File: src/rtl/lc3b_types.sv
// Shared LC-3b type definitions: datapath word, write mask, and the data-memory
// responder's state encoding and default latency.
package lc3b_types;

  typedef logic [15:0] lc3b_word;
  typedef logic [1:0]  lc3b_mem_wmask;

  typedef enum logic [1:0] {
    IDLE = 2'd0,
    BUSY = 2'd1,
    RESP = 2'd2
  } dmr_state_t;

  localparam int DMR_DEFAULT_LATENCY = 4;

endpackage

File: src/rtl/data_mem_responder_if.sv
// Data-memory port between the MEM stage (master) and the memory responder (slave).
interface data_mem_responder_if;
  import lc3b_types::*;

  lc3b_word      mem_address;
  logic          mem_read;
  logic          mem_write;
  lc3b_mem_wmask mem_byte_enable;
  lc3b_word      mem_wdata;
  lc3b_word      mem_rdata;
  logic          mem_resp;
  logic          mem_err;

  modport master (
    output mem_address, mem_read, mem_write, mem_byte_enable, mem_wdata,
    input  mem_rdata, mem_resp, mem_err
  );

  modport slave (
    input  mem_address, mem_read, mem_write, mem_byte_enable, mem_wdata,
    output mem_rdata, mem_resp, mem_err
  );

endinterface

File: src/rtl/data_mem_responder_dmem_array.sv
// DEPTH_WORDS x 16 word array: synchronous byte-masked write, combinational read,
// plus a preload task that benches call hierarchically.
module dmem_array
  import lc3b_types::*;
#(
  parameter  int DEPTH_WORDS = 256,
  localparam int AW          = $clog2(DEPTH_WORDS)
) (
  input  logic          clk,
  input  logic          we,
  input  lc3b_mem_wmask wmask,
  input  logic [AW-1:0] addr,
  input  lc3b_word      wdata,
  output lc3b_word      rdata
);

  lc3b_word mem [DEPTH_WORDS];

  // NOTE: the array has no reset; contents are undefined until written or preloaded.
  always_ff @(posedge clk) begin
    if (we) begin
      if (wmask[0]) mem[addr][7:0]  <= wdata[7:0];
      if (wmask[1]) mem[addr][15:8] <= wdata[15:8];
    end
  end

  assign rdata = mem[addr];

  task automatic preload(input int unsigned idx, input lc3b_word data);
    mem[idx[AW-1:0]] <= data;
  endtask

endmodule

File: src/rtl/data_mem_responder.sv
// Cycle-accurate data-cache stand-in: accepts one request, waits LATENCY cycles,
// performs the access, then pulses mem_resp for one cycle.
module data_mem_responder
  import lc3b_types::*;
#(
  parameter int LATENCY     = DMR_DEFAULT_LATENCY,
  parameter int DEPTH_WORDS = 256
) (
  input  logic                 clk,
  input  logic                 rst_n,
  data_mem_responder_if.slave  bus
);

  localparam int AW = $clog2(DEPTH_WORDS);
  localparam int CW = $clog2(LATENCY + 1);

  if (LATENCY < 1 || LATENCY > 15) begin : g_bad_latency
    $error("data_mem_responder: LATENCY must be in 1..15");
  end
  if ((1 << AW) != DEPTH_WORDS) begin : g_bad_depth
    $error("data_mem_responder: DEPTH_WORDS must be a power of two");
  end

  dmr_state_t    state, state_n;
  logic [CW-1:0] cnt, cnt_n;
  logic [AW-1:0] idx_q;
  lc3b_word      wdata_q, rdata_q, arr_rdata;
  lc3b_mem_wmask be_q;
  logic          write_q, err_q;
  logic          req, accept, do_access;

  // Byte-address bit 0 and bits above the array depth are don't-cares.
  logic unused_addr;
  assign unused_addr = ^{bus.mem_address[15:AW+1], bus.mem_address[0]};

  assign req = bus.mem_read | bus.mem_write;

  always_comb begin
    state_n   = state;
    cnt_n     = cnt;
    accept    = 1'b0;
    do_access = 1'b0;
    unique case (state)
      IDLE: if (req) begin
        accept  = 1'b1;
        cnt_n   = CW'(LATENCY - 1);
        state_n = BUSY;
      end
      // Dropping both request lines while waiting aborts with no side effects.
      BUSY: if (!req) begin
        state_n = IDLE;
      end else if (cnt == '0) begin
        do_access = 1'b1;
        state_n   = RESP;
      end else begin
        cnt_n = cnt - CW'(1);
      end
      RESP:    state_n = IDLE;
      default: state_n = IDLE;
    endcase
  end

  // NOTE: sequential state uses non-blocking assignments so all registers update together.
  always_ff @(posedge clk or negedge rst_n) begin
    if (!rst_n) begin
      state   <= IDLE;
      cnt     <= '0;
      idx_q   <= '0;
      wdata_q <= '0;
      be_q    <= '0;
      write_q <= 1'b0;
      rdata_q <= '0;
      err_q   <= 1'b0;
    end else begin
      state <= state_n;
      cnt   <= cnt_n;
      if (accept) begin
        idx_q   <= bus.mem_address[AW:1];
        wdata_q <= bus.mem_wdata;
        be_q    <= bus.mem_byte_enable;
        write_q <= bus.mem_write;
        if (bus.mem_read && bus.mem_write) err_q <= 1'b1;
      end
      if (do_access && !write_q) rdata_q <= arr_rdata;
    end
  end

  dmem_array #(.DEPTH_WORDS(DEPTH_WORDS)) u_array (
    .clk   (clk),
    .we    (do_access & write_q),
    .wmask (be_q),
    .addr  (idx_q),
    .wdata (wdata_q),
    .rdata (arr_rdata)
  );

  assign bus.mem_resp  = (state == RESP);
  assign bus.mem_rdata = rdata_q;
  assign bus.mem_err   = err_q;

endmodule

File: src/flat_wrapper.sv
// flat-port wrapper written by rule: the top's interface ports become plain ports
module data_mem_responder_flat import lc3b_types::*;
#(
  parameter int LATENCY     = DMR_DEFAULT_LATENCY,
  parameter int DEPTH_WORDS = 256
)
  (clk, rst_n, bus_mem_address, bus_mem_read, bus_mem_write, bus_mem_byte_enable, bus_mem_wdata, bus_mem_rdata, bus_mem_resp, bus_mem_err);
  data_mem_responder_if bus_i ();
  input  logic clk;
  input  logic rst_n;
  input wire logic [$bits(bus_i.mem_address)-1:0] bus_mem_address;
  input wire logic [$bits(bus_i.mem_read)-1:0] bus_mem_read;
  input wire logic [$bits(bus_i.mem_write)-1:0] bus_mem_write;
  input wire logic [$bits(bus_i.mem_byte_enable)-1:0] bus_mem_byte_enable;
  input wire logic [$bits(bus_i.mem_wdata)-1:0] bus_mem_wdata;
  output wire logic [$bits(bus_i.mem_rdata)-1:0] bus_mem_rdata;
  output wire logic [$bits(bus_i.mem_resp)-1:0] bus_mem_resp;
  output wire logic [$bits(bus_i.mem_err)-1:0] bus_mem_err;
  assign bus_i.mem_address = bus_mem_address;
  assign bus_i.mem_read = bus_mem_read;
  assign bus_i.mem_write = bus_mem_write;
  assign bus_i.mem_byte_enable = bus_mem_byte_enable;
  assign bus_i.mem_wdata = bus_mem_wdata;
  assign bus_mem_rdata = bus_i.mem_rdata;
  assign bus_mem_resp = bus_i.mem_resp;
  assign bus_mem_err = bus_i.mem_err;
  data_mem_responder #(.LATENCY(LATENCY), .DEPTH_WORDS(DEPTH_WORDS)) u_core (.clk(clk), .rst_n(rst_n), .bus(bus_i));
endmodule
File: config.mk
export PLATFORM = sky130hd
export DESIGN_NAME = data_mem_responder_flat
export DESIGN_NICKNAME = d
export VERILOG_FILES = /design/src/rtl/lc3b_types.sv /design/src/rtl/data_mem_responder_if.sv /design/src/rtl/data_mem_responder_dmem_array.sv /design/src/rtl/data_mem_responder.sv /design/src/flat_wrapper.sv
export SDC_FILE = /design/constraint.sdc
export NUM_CORES = 2
export LEC_CHECK = 0
export CAP_MARGIN = 20
export CORE_ASPECT_RATIO = 1.2
export CORE_MARGIN = 10
export CORE_UTILIZATION = 45
export CTS_BUF_LIST = sky130_fd_sc_hd__clkbuf_8 sky130_fd_sc_hd__clkbuf_16
export CTS_CLUSTER_DIAMETER = 40
export DETAILED_ROUTE_END_ITERATION = 10
export PLACE_DENSITY = 0.64
export SYNTH_ARGS = -nofsm -noshare
export SYNTH_HDL_FRONTEND = slang
export SYNTH_HIERARCHICAL = 1
export SYNTH_SLANG_ARGS = --single-unit
File: constraint.sdc
create_clock -name clk -period 4.9 [get_ports clk]
set_input_delay 1.225 -clock clk [delete_from_list [all_inputs] [get_ports clk]]
set_output_delay 1.225 -clock clk [all_outputs]
set_load 0.02 [all_outputs]
==> reports/metrics.yaml <==
synthSimpleGateAreaFrac_pct: 9.16
max-vdd-ir-drop_uv: 765
syn_area_per_cell_sq_um: 17.6
worst_pin_slew_ns: 1.17
end_kind: "flop"
area_delta_synth_final_pct: 14.1
ys_seq_area_share_pct: 71.4
grt-busiest-layer: "met2"
synth_fa_ha_area_share_pct: 0.0144
antenna_found_initial: 15
r2r-end: "u_core/bus.mem_rdata[9]"
cap_violations: 0
yosysWarnings: 6
met2_usage_pct: 35.6
layout.nets: 9802
drive_gt1_share_pct: 24.3
grt-ovfl-total: 0
use_met3_pct: 3.60
synth_top_area_share_pct: 70.6
r2r_start: "u_core/idx_q[0]"
cts_tree: "built"
yosys-top-cells-count: "4096 x edfxtp_1, 2304 x and3_1, 1024 x mux4_2"
synth_edf_count: 4096
io_pins: 56
synthMuxAreaShare_pct: 13.5
synth.cell_area_sq_um: 174000
finClkSkew_ns: 0.0662
die_w_microns: 588
synthCells: 9886
seqCellArea_sq_um: 124000
final_cell_area_sq_um: 199000
p_per_area_nw_per_um2: 546
drv_slew: 0
drtIter0Drc: 12247
wl_per_cell_microns: 29.6
numCtsBuffers: 485
final_cells: 15359
first_pass_iters: 6
ys_ff_latch: 4145
outcome: "finished, final reports clean"
p_leak_nw: 75.6
synth.distinct_cells: 36
reg2reg_slack_ns: 0.56
period_share_pct: 88.6
yosys-top-cells-area: "edfxtp_1 71%, mux4_2 13%, and3_1 8.3%, a22oi_1 2.2%, clkbuf_1 2.2%"
clkLatencyLatePin_ns: 1.01
cts_sinks: 4145
max_stage_delay_ns: 0.90
die_h_microns: 701
grt_setup_unrepaired: "false"
drt.antenna.violating_nets: 0
routabilityCongestion: 0.813
rr_worst_depth: 9
setup_tns_ns: 0
cp_common_cell: "buf_12"
dieArea_sq_um: 412000
seqPwrFrac_pct: 39.8
cts_hold_buf: 0
drc: 0
comb_power_share_pct: 26.4
cts_setup_buffers: 0
dp_cells: 14439
synthXorXnorAreaFrac_pct: 0
grt_pass1_vias: 97189
synthesis.nets: 9926
grt_use_met1_pct: 28.6
synth.most_common_cell: "edfxtp_1"
synth_ff_type: "edfxtp_1"
num-fill-cells: 30402
crit_chain: "buf_12 -> buf_12 -> mux4_2 -> a22oi_1 -> a21oi_1 -> o41ai_2 -> nand4_1 -> buf_4 -> mux2_2"
synth_top_family_by_area: "multiplexers"
cp.required_ns: 5.78
fin_crit_ns: 4.34
cts.htree.levels: 5
multiInputGateArea_sq_um: 45600
yosysTopAreaCell: "edfxtp_1"
crit_buf_inv: 3
critPathTopFamily: "compound AO/OA/AOI/OAI gates"
setup_viol: 0
hold_viol: 0
wl_microns: 455000
ctsResizeCount: 0
crit_path_top_delay_cell: "dfrtp_4"
clockPowerShare_pct: 33.8
grt_pass1_wl_microns: 665000
grt_usage_pct: 21.4
holdCritPathClass: "input port to asynchronous set/reset pin"
p_int_mw: 72.6
drt-vias-per-instance: 6.21
fp.coreArea_sq_um: 386000
placed_cell_area_sq_um: 182000
async_flop_share_pct: 1.18
clock.fmax_ghz: 0.230
rows: 250
path_class: "flop to flop"
path_clk_slew_ns: 0.06
maxSlewHeadroom_pct: 22.2
power_mw: 109
power.net_switching_mw: 35.9
utilization_pct: 51.5
vias: 95394
cts_buffer_depth: 4
hpwl_microns: 259000
critPathLaunchType: "flop"
synth_compound_area_share_pct: 3.29
p_sw_share_pct: 33.1
grt_max_degree: 213
root_buffer: "clkbuf_16"
start_util_pct: 45.1
portBuffers: 47
cp_max_fo: 19
cp_data_arrival_time_ns: 5.22
-- layout by cell type (no fill, tap or decap), drive strengths merged, types with 2 or more instances in the layout --
master	synthesis	layout
a21oi	256	256
clkdlybuf4s50	0	46
diode	0	7
nand3	4	4
ha	2	2
nand2b	5	5
bufinv	0	58
clkbuf	1001	494
buf	158	502
mux4	1024	1024
a22oi	512	512
dfrtp	49	49
and3	2304	2304
clkinvlp	0	55
nor2b	7	7
nor3	5	5
clkinv	0	187
nor2	292	292
nand2	31	31
mux2	43	43
and2	4	4
o41ai	64	64
inv	5	122
edfxtp	4096	4096
nand4	16	16
-- cell type report --
cell class | count | share of cell area [%]
Multi-Input combinational cell | 4577 | 23.0
Tap cell | 5166 | 3.25
Timing Repair Buffer | 548 | 2.85
Antenna cell | 7 | 0.00882
Sequential cell | 4145 | 62.6
Clock inverter | 417 | 2.14
Clock buffer | 494 | 6.21
Inverter | 5 | 0.00945
-- power groups by stage --
| stage | clock (mW) | sequential [mW] | combinational (mW) |
|---|---|---|---|
| floorplan | 0 | 44.4 | 16.5 |
| global placement | 0 | 43.9 | 28.0 |
| detailed placement | 0 | 44.0 | 28.6 |
| CTS | 37.2 | 43.3 | 28.7 |
| global route | 38.7 | 43.3 | 30.2 |
| finish | 36.6 | 43.2 | 28.7 |
-- registers in the layout, indices dropped and copies added, names as in the netlist --
signal / flops
u_core/bus.mem_err: 1
u_core/u_array/mem: 4096
u_core/bus.mem_rdata: 16
u_core/cnt: 3
u_core/state: 2
u_core/write_q: 1
u_core/idx_q: 8
u_core/wdata_q: 16
u_core/be_q: 2
-- worst max path at each step --
stage                                to  slack [ns]  cells after the start               from
2_1_floorplan     u_core/u_array/mem[0]        0.92                      0  u_core/wdata_q[0]
3_3_place_gp   u_core/u_array/mem[3863]        0.19                      8      bus_mem_write
3_5_place_dp   u_core/u_array/mem[3841]         0.1                      8      bus_mem_write
4_1_cts         u_core/bus.mem_rdata[9]        0.56                      9    u_core/idx_q[0]
5_1_grt         u_core/bus.mem_rdata[9]        0.46                      9    u_core/idx_q[0]
6_report        u_core/bus.mem_rdata[9]        0.56                      9    u_core/idx_q[0]
-- stage by stage --
stage	hold slack, ns	worst slack (ns)
2_1_floorplan	0.451	0.916
3_3_place_gp	0.462	0.195
3_5_place_dp	0.468	0.0950
4_1_cts	0.175	0.559
5_1_grt	0.231	0.458
6_report	0.222	0.560
-- metal layers --
layer	vias up	share of wire [%]
met5	-	0.0051
met4	4	3.9
met3	841	8.5
met2	4521	50
met1	50001	38
li1	40027	-
-- logic make-up after synthesis --
group	count (synthesis)
AO/OA/AOI/OAI	836
adder cells (fa/ha/maj)	2
buffers and inverters	1164
flip-flops	4145
multiplexers	1068
AND/OR/NAND/NOR	2671
Note: power is estimated with default switching activity, not from simulation.
